### src/rtl/stopwatch_display.sv
// -----------------------------------------------------------------------------
// stopwatch_display
//
// Turns a binary MM:SS stopwatch value into a four-digit multiplexed
// seven-segment display with a colon dot between minutes and seconds.
// A small FSM converts the value to BCD with the shift-add-3 (double-dabble)
// method whenever the inputs change. A free-running scan counter then walks
// the digit enables.
//
// Parameters
//   SCAN_DIV    clk cycles each digit stays enabled
//   BLINK_HALF  digit-slot advances per blink half-period (used when PAUSED)
//
// Ports
//   clk_i       system clock, rising edge
//   rst_ni      asynchronous active-low reset
//   minutes_i   binary minutes (values above 99 are shown as 99 with ovf_o)
//   seconds_i   binary seconds, 0-59
//   status_i    00 IDLE, 01 RUNNING, 10 PAUSED (blinks), 11 invalid (blank)
//   seg_o       segments {g,f,e,d,c,b,a}, active-low, registered
//   an_o        digit enables, active-low one-hot, an_o[0] = seconds units
//   dp_n_o      colon dot, active-low, only ever lit on the an_o[2] slot
//   ovf_o       displayed minutes are saturated at 99
//   busy_o      BCD conversion in progress
// -----------------------------------------------------------------------------
module stopwatch_display #(
   parameter int SCAN_DIV   = 50000,
   parameter int BLINK_HALF = 250
) (
   input  logic       clk_i,
   input  logic       rst_ni,
   input  logic [7:0] minutes_i,
   input  logic [5:0] seconds_i,
   input  logic [1:0] status_i,
   output logic [6:0] seg_o,
   output logic [3:0] an_o,
   output logic       dp_n_o,
   output logic       ovf_o,
   output logic       busy_o
);

   localparam logic [1:0] ST_IDLE  = 2'd0;
   localparam logic [1:0] ST_SHIFT = 2'd1;
   localparam logic [1:0] ST_DONE  = 2'd2;

   localparam int SCAN_W  = (SCAN_DIV   > 1) ? $clog2(SCAN_DIV)   : 1;
   localparam int BLINK_W = (BLINK_HALF > 1) ? $clog2(BLINK_HALF) : 1;

   // One double-dabble iteration on {bcd[7:0], bin[7:0]}: adjust both BCD
   // nibbles, then shift everything left by one bit.
   function automatic logic [15:0] dd_step(input logic [15:0] sr);
      logic [15:0] t;
      t = sr;
      if (t[11:8] >= 4'd5) t[11:8] = t[11:8] + 4'd3;
      if (t[15:12] >= 4'd5) t[15:12] = t[15:12] + 4'd3;
      return {t[14:0], 1'b0};
   endfunction

   function automatic logic [6:0] seg_decode(input logic [3:0] d);
      logic [6:0] s;
      case (d)
         4'd0:    s = 7'b1000000;
         4'd1:    s = 7'b1111001;
         4'd2:    s = 7'b0100100;
         4'd3:    s = 7'b0110000;
         4'd4:    s = 7'b0011001;
         4'd5:    s = 7'b0010010;
         4'd6:    s = 7'b0000010;
         4'd7:    s = 7'b1111000;
         4'd8:    s = 7'b0000000;
         4'd9:    s = 7'b0010000;
         default: s = 7'h7F;
      endcase
      return s;
   endfunction

   // ---------------------------------------------------------------- converter
   logic [1:0]  state_q,    state_d;
   logic [13:0] snap_q,     snap_d;
   logic [15:0] min_sr_q,   min_sr_d;
   logic [15:0] sec_sr_q,   sec_sr_d;
   logic [2:0]  bit_cnt_q,  bit_cnt_d;
   logic        ovf_pend_q, ovf_pend_d;
   logic [15:0] bcd_q,      bcd_d;       // {min tens, min units, sec tens, sec units}
   logic        ovf_q,      ovf_d;
   logic        busy_q,     busy_d;

   always_comb begin
      state_d    = state_q;
      snap_d     = snap_q;
      min_sr_d   = min_sr_q;
      sec_sr_d   = sec_sr_q;
      bit_cnt_d  = bit_cnt_q;
      ovf_pend_d = ovf_pend_q;
      bcd_d      = bcd_q;
      ovf_d      = ovf_q;
      busy_d     = busy_q;
      case (state_q)
         ST_IDLE: begin
            // The snapshot holds the raw inputs so a saturated minute value
            // does not retrigger a conversion every cycle.
            if ({minutes_i, seconds_i} != snap_q) begin
               snap_d     = {minutes_i, seconds_i};
               min_sr_d   = {8'd0, (minutes_i > 8'd99) ? 8'd99 : minutes_i};
               sec_sr_d   = {8'd0, 2'b00, seconds_i};
               ovf_pend_d = (minutes_i > 8'd99);
               bit_cnt_d  = 3'd0;
               busy_d     = 1'b1;
               state_d    = ST_SHIFT;
            end
         end
         ST_SHIFT: begin
            min_sr_d  = dd_step(min_sr_q);
            sec_sr_d  = dd_step(sec_sr_q);
            bit_cnt_d = bit_cnt_q + 3'd1;
            if (bit_cnt_q == 3'd7) state_d = ST_DONE;
         end
         ST_DONE: begin
            // Digits and overflow flag change together so the display never
            // shows a half-updated value.
            bcd_d   = {min_sr_q[15:8], sec_sr_q[15:8]};
            ovf_d   = ovf_pend_q;
            busy_d  = 1'b0;
            state_d = ST_IDLE;
         end
         default: begin
            busy_d  = 1'b0;
            state_d = ST_IDLE;
         end
      endcase
   end

   always_ff @(posedge clk_i or negedge rst_ni) begin
      if (!rst_ni) begin
         state_q    <= ST_IDLE;
         snap_q     <= '0;
         min_sr_q   <= '0;
         sec_sr_q   <= '0;
         bit_cnt_q  <= '0;
         ovf_pend_q <= 1'b0;
         bcd_q      <= '0;
         ovf_q      <= 1'b0;
         busy_q     <= 1'b0;
      end else begin
         state_q    <= state_d;
         snap_q     <= snap_d;
         min_sr_q   <= min_sr_d;
         sec_sr_q   <= sec_sr_d;
         bit_cnt_q  <= bit_cnt_d;
         ovf_pend_q <= ovf_pend_d;
         bcd_q      <= bcd_d;
         ovf_q      <= ovf_d;
         busy_q     <= busy_d;
      end
   end

   // ----------------------------------------------------------- scan / blink
   logic [SCAN_W-1:0]  scan_cnt_q;
   logic [BLINK_W-1:0] blink_cnt_q;
   logic               blink_on_q;
   logic [1:0]         digit_idx_q;
   logic               scan_wrap;

   assign scan_wrap = (scan_cnt_q == SCAN_W'(SCAN_DIV - 1));

   always_ff @(posedge clk_i or negedge rst_ni) begin
      if (!rst_ni) begin
         scan_cnt_q  <= '0;
         blink_cnt_q <= '0;
         blink_on_q  <= 1'b1;
         digit_idx_q <= 2'd0;
      end else begin
         if (scan_wrap) begin
            scan_cnt_q  <= '0;
            digit_idx_q <= digit_idx_q + 2'd1;
            if (blink_cnt_q == BLINK_W'(BLINK_HALF - 1)) begin
               blink_cnt_q <= '0;
               blink_on_q  <= ~blink_on_q;
            end else begin
               blink_cnt_q <= blink_cnt_q + 1'b1;
            end
         end else begin
            scan_cnt_q <= scan_cnt_q + 1'b1;
         end
      end
   end

   // --------------------------------------------------------- output stage
   logic [3:0] digit_sel;
   logic       visible;
   logic [6:0] seg_q, seg_d;
   logic [3:0] an_q,  an_d;
   logic       dp_n_q, dp_n_d;

   always_comb begin
      case (digit_idx_q)
         2'd0:    digit_sel = bcd_q[3:0];
         2'd1:    digit_sel = bcd_q[7:4];
         2'd2:    digit_sel = bcd_q[11:8];
         default: digit_sel = bcd_q[15:12];
      endcase
      // Status is used unregistered here; the output register below gives
      // it the one-cycle update without touching the converter.
      visible = (status_i != 2'b11) && !((status_i == 2'b10) && !blink_on_q);
      seg_d   = visible ? seg_decode(digit_sel) : 7'h7F;
      an_d    = ~(4'b0001 << digit_idx_q);
      dp_n_d  = !(visible && (digit_idx_q == 2'd2));
   end

   always_ff @(posedge clk_i or negedge rst_ni) begin
      if (!rst_ni) begin
         seg_q  <= 7'b1000000;
         an_q   <= 4'b1110;
         dp_n_q <= 1'b1;
      end else begin
         seg_q  <= seg_d;
         an_q   <= an_d;
         dp_n_q <= dp_n_d;
      end
   end

   assign seg_o  = seg_q;
   assign an_o   = an_q;
   assign dp_n_o = dp_n_q;
   assign ovf_o  = ovf_q;
   assign busy_o = busy_q;

endmodule

### config.mk
export PLATFORM = sky130hd
export DESIGN_NAME = stopwatch_display
export DESIGN_NICKNAME = d
export VERILOG_FILES = /design/src/rtl/stopwatch_display.sv
export SDC_FILE = /design/constraint.sdc
export NUM_CORES = 1
export LEC_CHECK = 0
export BUFFER_PORTS_ARGS = -buffer_cell sky130_fd_sc_hd__buf_4
export CAP_MARGIN = 30
export CORE_MARGIN = 2
export CORE_UTILIZATION = 43
export CTS_BUF_LIST = sky130_fd_sc_hd__clkbuf_2
export DETAILED_ROUTE_END_ITERATION = 8
export GPL_TIMING_DRIVEN = 0
export PLACE_DENSITY = 0.71
export SLEW_MARGIN = 20
export SYNTH_ARGS = -nofsm -noshare
export SYNTH_HDL_FRONTEND = slang
export SYNTH_SLANG_ARGS = --single-unit
### constraint.sdc
create_clock -name clk_i -period 4.2 [get_ports clk_i]
set_input_delay 0.84 -clock clk_i [delete_from_list [all_inputs] [get_ports clk_i]]
set_output_delay 0.84 -clock clk_i [all_outputs]
set_load 0.02 [all_outputs]
==> results of run 1 <==
[how the worst max path moves through the flow]
stage / start / depth (start not counted) / slack (ns) / to
2_1_floorplan: seconds_i[5] / 6 / 1.91 / sec_sr_q[1]$_DFFE_PN0P_
3_3_place_gp: seconds_i[3] / 7 / 1.59 / sec_sr_q[4]$_DFFE_PN0P_
3_5_place_dp: seconds_i[5] / 6 / 1.48 / min_sr_q[2]$_DFFE_PN0P_
4_1_cts: digit_idx_q[0]$_DFFE_PN0N_ / 7 / 1.86 / seg_o[3]$_DFF_PN0_
5_1_grt: digit_idx_q[0]$_DFFE_PN0N_ / 7 / 1.73 / seg_o[1]$_DFF_PN0_
6_report: digit_idx_q[0]$_DFFE_PN0N_ / 7 / 1.85 / seg_o[3]$_DFF_PN0_
[registers in the layout, summed over array words and instances, names as in the netlist]
| register | count |
|---|---|
| ovf_o | 1 |
| sec_sr_q | 16 |
| bit_cnt_q | 3 |
| scan_cnt_q | 16 |
| an_o | 4 |
| dp_n_o | 1 |
| busy_o | 1 |
| snap_q | 14 |
| min_sr_q | 16 |
| blink_on_q | 1 |
| ovf_pend_q | 1 |
| digit_idx_q | 2 |
| seg_o | 7 |
| bcd_q | 16 |
| blink_cnt_q | 8 |
| state_q | 2 |
[kinds of logic after synthesis]
kind of cell               after synthesis  share of synthesized area, %
buffers and inverters                   48                          3.97
and+or+nand+nor                        158                          14.9
DFF                                    109                          53.3
AOI/OAI and AO/OA                       96                          12.8
xor gates and xnor gates                37                          6.31
muxes                                   17                          3.63
adders and majority gates               21                          5.12
[critical path: stages (launching register included)]
cell and delay [ns]:
dfrtp_1 0.49, inv_1 0.13, ha_1 0.30, a222oi_1 0.16
mux2i_1 0.57, nor2_1 0.12, a221oi_1 0.35, nand2_1 0.10
[area by class of cell]
type	count	area, µm²	share of cell area (%)
Buffer	19	95.1	1.68
Clock buffer	10	50.0	0.883
Clock inverter	6	38.8	0.684
Inverter	29	109	1.92
Multi-Input combinational cell	329	2200	38.8
Sequential cell	109	2740	48.3
Tap cell	143	179	3.16
Timing Repair Buffer	32	264	4.66
[power breakdown]
| part | internal [mW] | leakage (nW) | switching (mW) |
|---|---|---|---|
| combinational | 0.619 | 1.16 | 0.785 |
| sequential | 1.39 | 1.36 | 0.219 |
| clock | 0.0799 | 0.0597 | 0.336 |
[cell usage after synthesis (7+ instances only)]
cell type    n
xnor2_1     27
inv_1       29
a21oi_1     11
nand3_1     15
dfrtp_1    103
nor2_1      28
xor2_1      10
clkbuf_1    11
nor3_1      10
mux2_2      13
nand2b_1     7
o21ai_0     41
ha_1        21
a21o_1       7
a221o_1      8
nand2_1     63
[routing by layer]
metal | GRT usage [%] | share of wire (%) | wire length, µm | up-vias
li1 | - | - | - | 1770
met5 | 0 | 0 | 0 | -
met3 | 3.86 | 3.8 | 372 | 15
met1 | 21.8 | 46 | 4590 | 1782
met2 | 27.6 | 48 | 4750 | 70
met4 | 4.80 | 1.8 | 179 | 0
[per-stage QoR]
| step | hold WS (ns) | cell area (µm²) | instances | setup WS (ns) |
|---|---|---|---|---|
| global route | 0.0814 | 5670 | 677 | 1.73 |
| finish | 0.135 | 5670 | 677 | 1.85 |
| detailed placement | 0.463 | 5550 | 660 | 1.48 |
| CTS | 0.335 | 5640 | 676 | 1.86 |
| floorplan | 0.448 | 5130 | 486 | 1.91 |
| global placement | 0.457 | 5550 | 660 | 1.59 |
==> flow_summary.yaml, run 1 <==
outcome:
  status: "finished, final reports clean"
worst_setup_path:
  worstReg2RegStart: "digit_idx_q[0]$_DFFE_PN0N_"
  start_kind: "flip-flop"
  worstPathRequired_ns: 4.65
  worst-setup-path-type: "reg -> reg"
  r2r_cells: 7
  crit_arrival_ns: 2.80
  cp-end-kind: "flip-flop"
  reg2reg_to: "seg_o[3]$_DFF_PN0_"
  path_max_fanout: 10
  r2r_slack_ns: 1.85
floorplan:
  die_h_um: 113
  dieWidth_um: 113
  start_util_pct: 44.6
  dieArea_um2: 12800
  core_area_um2: 11500
  rows: 39
  io_pins: 32
logic_synthesis:
  synthFlopType: "dfrtp_1"
  syn-cell-area_um2: 5130
  synth-seq-cells: 109
  synth_top_area_share_pct: 50.2
  synth-async-reset-ratio_pct: 100
  synthCells: 486
  synth_area_leaders: "dfrtp_1 (50%), ha_1 (5.1%), nand2_1 (4.6%)"
  synth_edf_count: 0
  ys_seq_area_share_pct: 53.3
  syn_avg_cell_area_um2: 10.6
  ys_types: 48
  synth_nets: 525
  synth_top_area_cell: "dfrtp_1"
  ys_warn_count: 0
sta:
  slew_headroom_pct: 50.9
  finalCriticalPeriod_ns: 2.35
  fin_setup_tns_ns: 0
  hold_viol_final: 0
  setup_viol: 0
  grt_setup_unrepaired: "no"
  clock.fmax_mhz: 426
  worst_pin_slew_ns: 0.716
  post-route-period-util_pct: 56.0
  finalClockSkew_ns: 0.0438
  finalMaxSlewViolations: 0
global_route:
  grt_pass1_vias: 3538
  grt_pass1_wl_mm: 17.0
  grt_max_degree: 110
  antenna_found_initial: 0
  grt_usage_pct: 16.6
  overflow: 0
layout:
  final_nets: 568
  final_util_pct: 49.2
  final_common_cell: "dfrtp_1"
  drive_gt1_share_pct: 15.0
  layout_common_cells: "dfrtp_1 (103), nand2_1 (63), o21ai_0 (41)"
  nFillCells: 1090
  syn2layout_area_growth_pct: 10.4
  antenna_cells: 0
detailed_routing:
  avgViaCountPerCell: 5.37
  drc_errors: 0
  vias: 3637
  ant_nets: 0
  routed_wl_mm: 9.90
  drt-initial-drc-count: 230
  wl_per_cell_um: 14.6
  firstDrtPassIters: 5
clocking:
  post_cts_buffers: 0
  cts.clk_slew.worst_paths_ns: 0.29
  cts_hold_buf: 0
  cts_tree: "yes"
  clock_latency_ns: 0.59
  htree_levels: 3
  numCtsBuffers: 9
  clockBufferDepth: 2
  cts_root_buf: "clkbuf_2"
  ctsResizeCount: 0
  clock-sinks: 109
min_path:
  hp-class: "in -> async"
pwr:
  ir_drop_v: 0.000313
  p_leak_nw: 2.58
  power_density_nw_per_um2: 606
  finalPower_mw: 3.43
place:
  hpwl_mm: 7.03
  port_buffers: 31
  gp_congestion: 0.797
run:
  max_cap_violations: 0
(Power assumes the default switching activity.)
==> inputs of run 2 (changes only) <==
--- a/config.mk
+++ b/config.mk
@@ -5,6 +5,7 @@
 export SDC_FILE = /design/constraint.sdc
 export NUM_CORES = 1
 export LEC_CHECK = 0
+export ABC_AREA = 1
 export BUFFER_PORTS_ARGS = -buffer_cell sky130_fd_sc_hd__buf_4
 export CAP_MARGIN = 30
 export CORE_MARGIN = 2
==> constraint.sdc (replaced) <==
create_clock -name clk_i -period 2.5 [get_ports clk_i]
set_input_delay 0.5 -clock clk_i [delete_from_list [all_inputs] [get_ports clk_i]]
set_output_delay 0.5 -clock clk_i [all_outputs]
set_load 0.02 [all_outputs]
==> run 2 against run 1 <==
  * Combinational power rose by 82%
  * Critical path type unchanged
  * Maximum frequency is 6.2% higher
  * Clock skew fell by 0.017 ns
==> flow_summary.yaml, run 2 <==
logic_synthesis:
  ys_types: 33
  synth_top_area_cell: "dfrtp_1"
  ys_warn_count: 0
  syn_avg_cell_area_um2: 8.10
  synth-seq-cells: 109
  synth-async-reset-ratio_pct: 100
  synthFlopType: "dfrtp_1"
  synth_nets: 719
  synthTopCellsByCount: "nand2_1 (208), dfrtp_1 (103), inv_1 (77), nand3_1 (64), o21ai_0 (56)"
  synthCells: 680
  synth_edf_count: 0
  syn-cell-area_um2: 5510
  ys_seq_area_share_pct: 49.7
  synth_top_area_share_pct: 46.8
  synth_area_leaders: "dfrtp_1 (47%), nand2_1 (14%), nand3_1 (5.8%)"
  synth.most_common_cell: "nand2_1"
sta:
  setup_viol: 0
  finalClockSkew_ns: 0.0271
  slew_headroom_pct: 65.3
  post-route-period-util_pct: 88.5
  fin_setup_tns_ns: 0
  hold_viol_final: 0
  setup_ws_ns: 0.286
  finalMaxSlewViolations: 0
  finalCriticalPeriod_ns: 2.21
  clock.fmax_mhz: 452
  worst_pin_slew_ns: 0.521
  grt_setup_unrepaired: "no"
floorplan:
  rows: 41
  core_area_um2: 12600
  io_pins: 32
  dieArea_um2: 13700
  die_h_um: 117
  start_util_pct: 43.8
  dieWidth_um: 117
layout:
  final_common_cell: "nand2_1"
  layout_common_cells: "nand2_1 (208), dfrtp_1 (103), inv_1 (77)"
  drive_gt1_share_pct: 10.6
  final_util_pct: 48.5
  final_nets: 763
  syn2layout_area_growth_pct: 10.7
  antenna_cells: 0
  nFillCells: 1221
run:
  max_cap_violations: 0
clocking:
  post_cts_buffers: 0
  numCtsBuffers: 9
  clockBufferDepth: 2
  clock_latency_ns: 0.59
  htree_levels: 3
  cts_root_buf: "clkbuf_2"
  cts_tree: "yes"
  cts.clk_slew.worst_paths_ns: 0.25
  clock-sinks: 109
global_route:
  grt_pass1_vias: 4210
  antenna_found_initial: 0
  grt_max_degree: 110
  grt_pass1_wl_mm: 18.6
  overflow: 0
  grt_usage_pct: 17.0
worst_setup_path:
  crit_top_cell: "nand2_1"
  start_kind: "flip-flop"
  crit_chain: "inv_1 > ha_1 > nand2_1 > nand2_1 > o22ai_1 > inv_1 > ha_1 > or2_2 > nand3_1 > nand2_1"
  worst-setup-path-type: "reg -> reg"
  cp-end-kind: "flip-flop"
  r2r_cells: 10
  slowest_stage: "dfrtp_1"
  slowest_delay_ns: 0.46
  path_max_fanout: 6
  worstPathRequired_ns: 3.01
  crit_arrival_ns: 2.72
pwr:
  p_int_mw: 3.54
  ir_drop_v: 0.000642
  switching_power_mw: 2.52
  switching_share_pct: 41.6
  pwr-share-clk_pct: 12.8
  seqPwrFrac_pct: 45.2
  finalPower_mw: 6.06
  comb_power_share_pct: 42.0
  p_leak_nw: 3.12
  power_density_nw_per_um2: 995
outcome:
  status: "finished, final reports clean"
min_path:
  holdPathStages: 3
  hp-class: "in -> reg"
detailed_routing:
  ant_nets: 0
  firstDrtPassIters: 4
  routed_wl_mm: 11.0
  drt-initial-drc-count: 281
  avgViaCountPerCell: 5.01
  vias: 4506
  drc_errors: 0
  wl_per_cell_um: 12.2
place:
  gp_congestion: 0.854
  pre_cts_ws_ns: 0.381
  port_buffers: 31
  hpwl_mm: 7.80
-- run 2: cell types whose count changed after synthesis, moves of 7 or more --
cell	previous run	this run
nand3_1	15	64
nor3_1	10	3
inv_1	29	77
o21ai_0	41	56
mux2_2	13	1
nor2_1	28	44
nand2b_1	7	0
a221o_1	8	0
xnor2_1	27	3
nand2_1	63	208
-- run 2: cell families (layout without fill, tap and decap cells) --
| logic type | count (synthesis) | count (layout) | share of synthesized area (%) |
|---|---|---|---|
| and+or+nand+nor | 338 | 338 | 25.5 |
| xor gates and xnor gates | 18 | 18 | 2.86 |
| adders and majority gates | 21 | 21 | 4.77 |
| muxes | 1 | 1 | 0.204 |
| DFF | 109 | 109 | 49.7 |
| buffers and inverters | 101 | 149 | 7.82 |
| AOI/OAI and AO/OA | 92 | 92 | 9.13 |
-- run 2: power groups by stage --
stage | logic (mW) | clock network [mW] | registers [mW]
final | 2.55 | 0.776 | 2.74
after global routing | 2.92 | 0.871 | 2.81
after CTS | 2.56 | 0.812 | 2.74
after detailed placement | 2.54 | 0 | 2.78
after global placement | 2.44 | 0 | 2.74
after floorplan | 1.83 | 0 | 2.76
-- run 2: final timing paths --
path / start / end / slack [ns]
min reg2reg: scan_cnt_q[0]$_DFF_PN0_ / scan_cnt_q[0]$_DFF_PN0_ / 0.48
max in group asynchronous: rst_ni / snap_q[4]$_DFFE_PN0P_ / 1.52
max reg2reg: digit_idx_q[0]$_DFFE_PN0N_ / seg_o[5]$_DFF_PN0_ / 0.29
max: digit_idx_q[0]$_DFFE_PN0N_ / seg_o[5]$_DFF_PN0_ / 0.29
min in group asynchronous: rst_ni / scan_cnt_q[7]$_DFF_PN0_ / 0.30
min: minutes_i[5] / snap_q[11]$_DFFE_PN0P_ / 0.17
-- run 2: area by class of cell --
cell class	count	area, µm²	area share [%]
Buffer	20	126	2.07
Clock buffer	9	45.0	0.739
Clock inverter	6	55.1	0.903
Inverter	81	304	4.99
Multi-Input combinational cell	470	2340	38.4
Sequential cell	109	2740	44.9
Tap cell	172	215	3.53
Timing Repair Buffer	33	274	4.50
-- run 2: timing repair --
item                      in CTS  in global routing
hold endpoints to repair      16                  0
resized for setup              0                  0
hold buffers                   1                  0
-- run 2: metal layers --
| layer | up-vias | GRT usage [%] | wire, µm |
|---|---|---|---|
| met5 | - | 0 | 0 |
| met2 | 104 | 30.3 | 5480 |
| li1 | 2257 | - | - |
| met4 | 0 | 5.65 | 178 |
| met3 | 19 | 3.86 | 475 |
| met1 | 2126 | 20.3 | 4850 |
-- run 2: critical path: cells and delay by family (launching register included) --
kind	cells	cell delay, ns
AO/OA/AOI/OAI	1	0.36
adder cells (fa/ha/maj)	2	0.48
AND/OR/NAND/NOR	5	0.58
flip-flops	1	0.46
buffers and inverters	2	0.25
-- run 2: metrics by stage --
step / instance area (µm²) / cells / hold WS, ns
6_report: 6100 / 900 / 0.169
4_1_cts: 6070 / 899 / 0.104
5_1_grt: 6100 / 900 / 0.112
3_3_place_gp: 5950 / 883 / 0.448
3_5_place_dp: 5960 / 883 / 0.454
2_1_floorplan: 5510 / 680 / 0.204
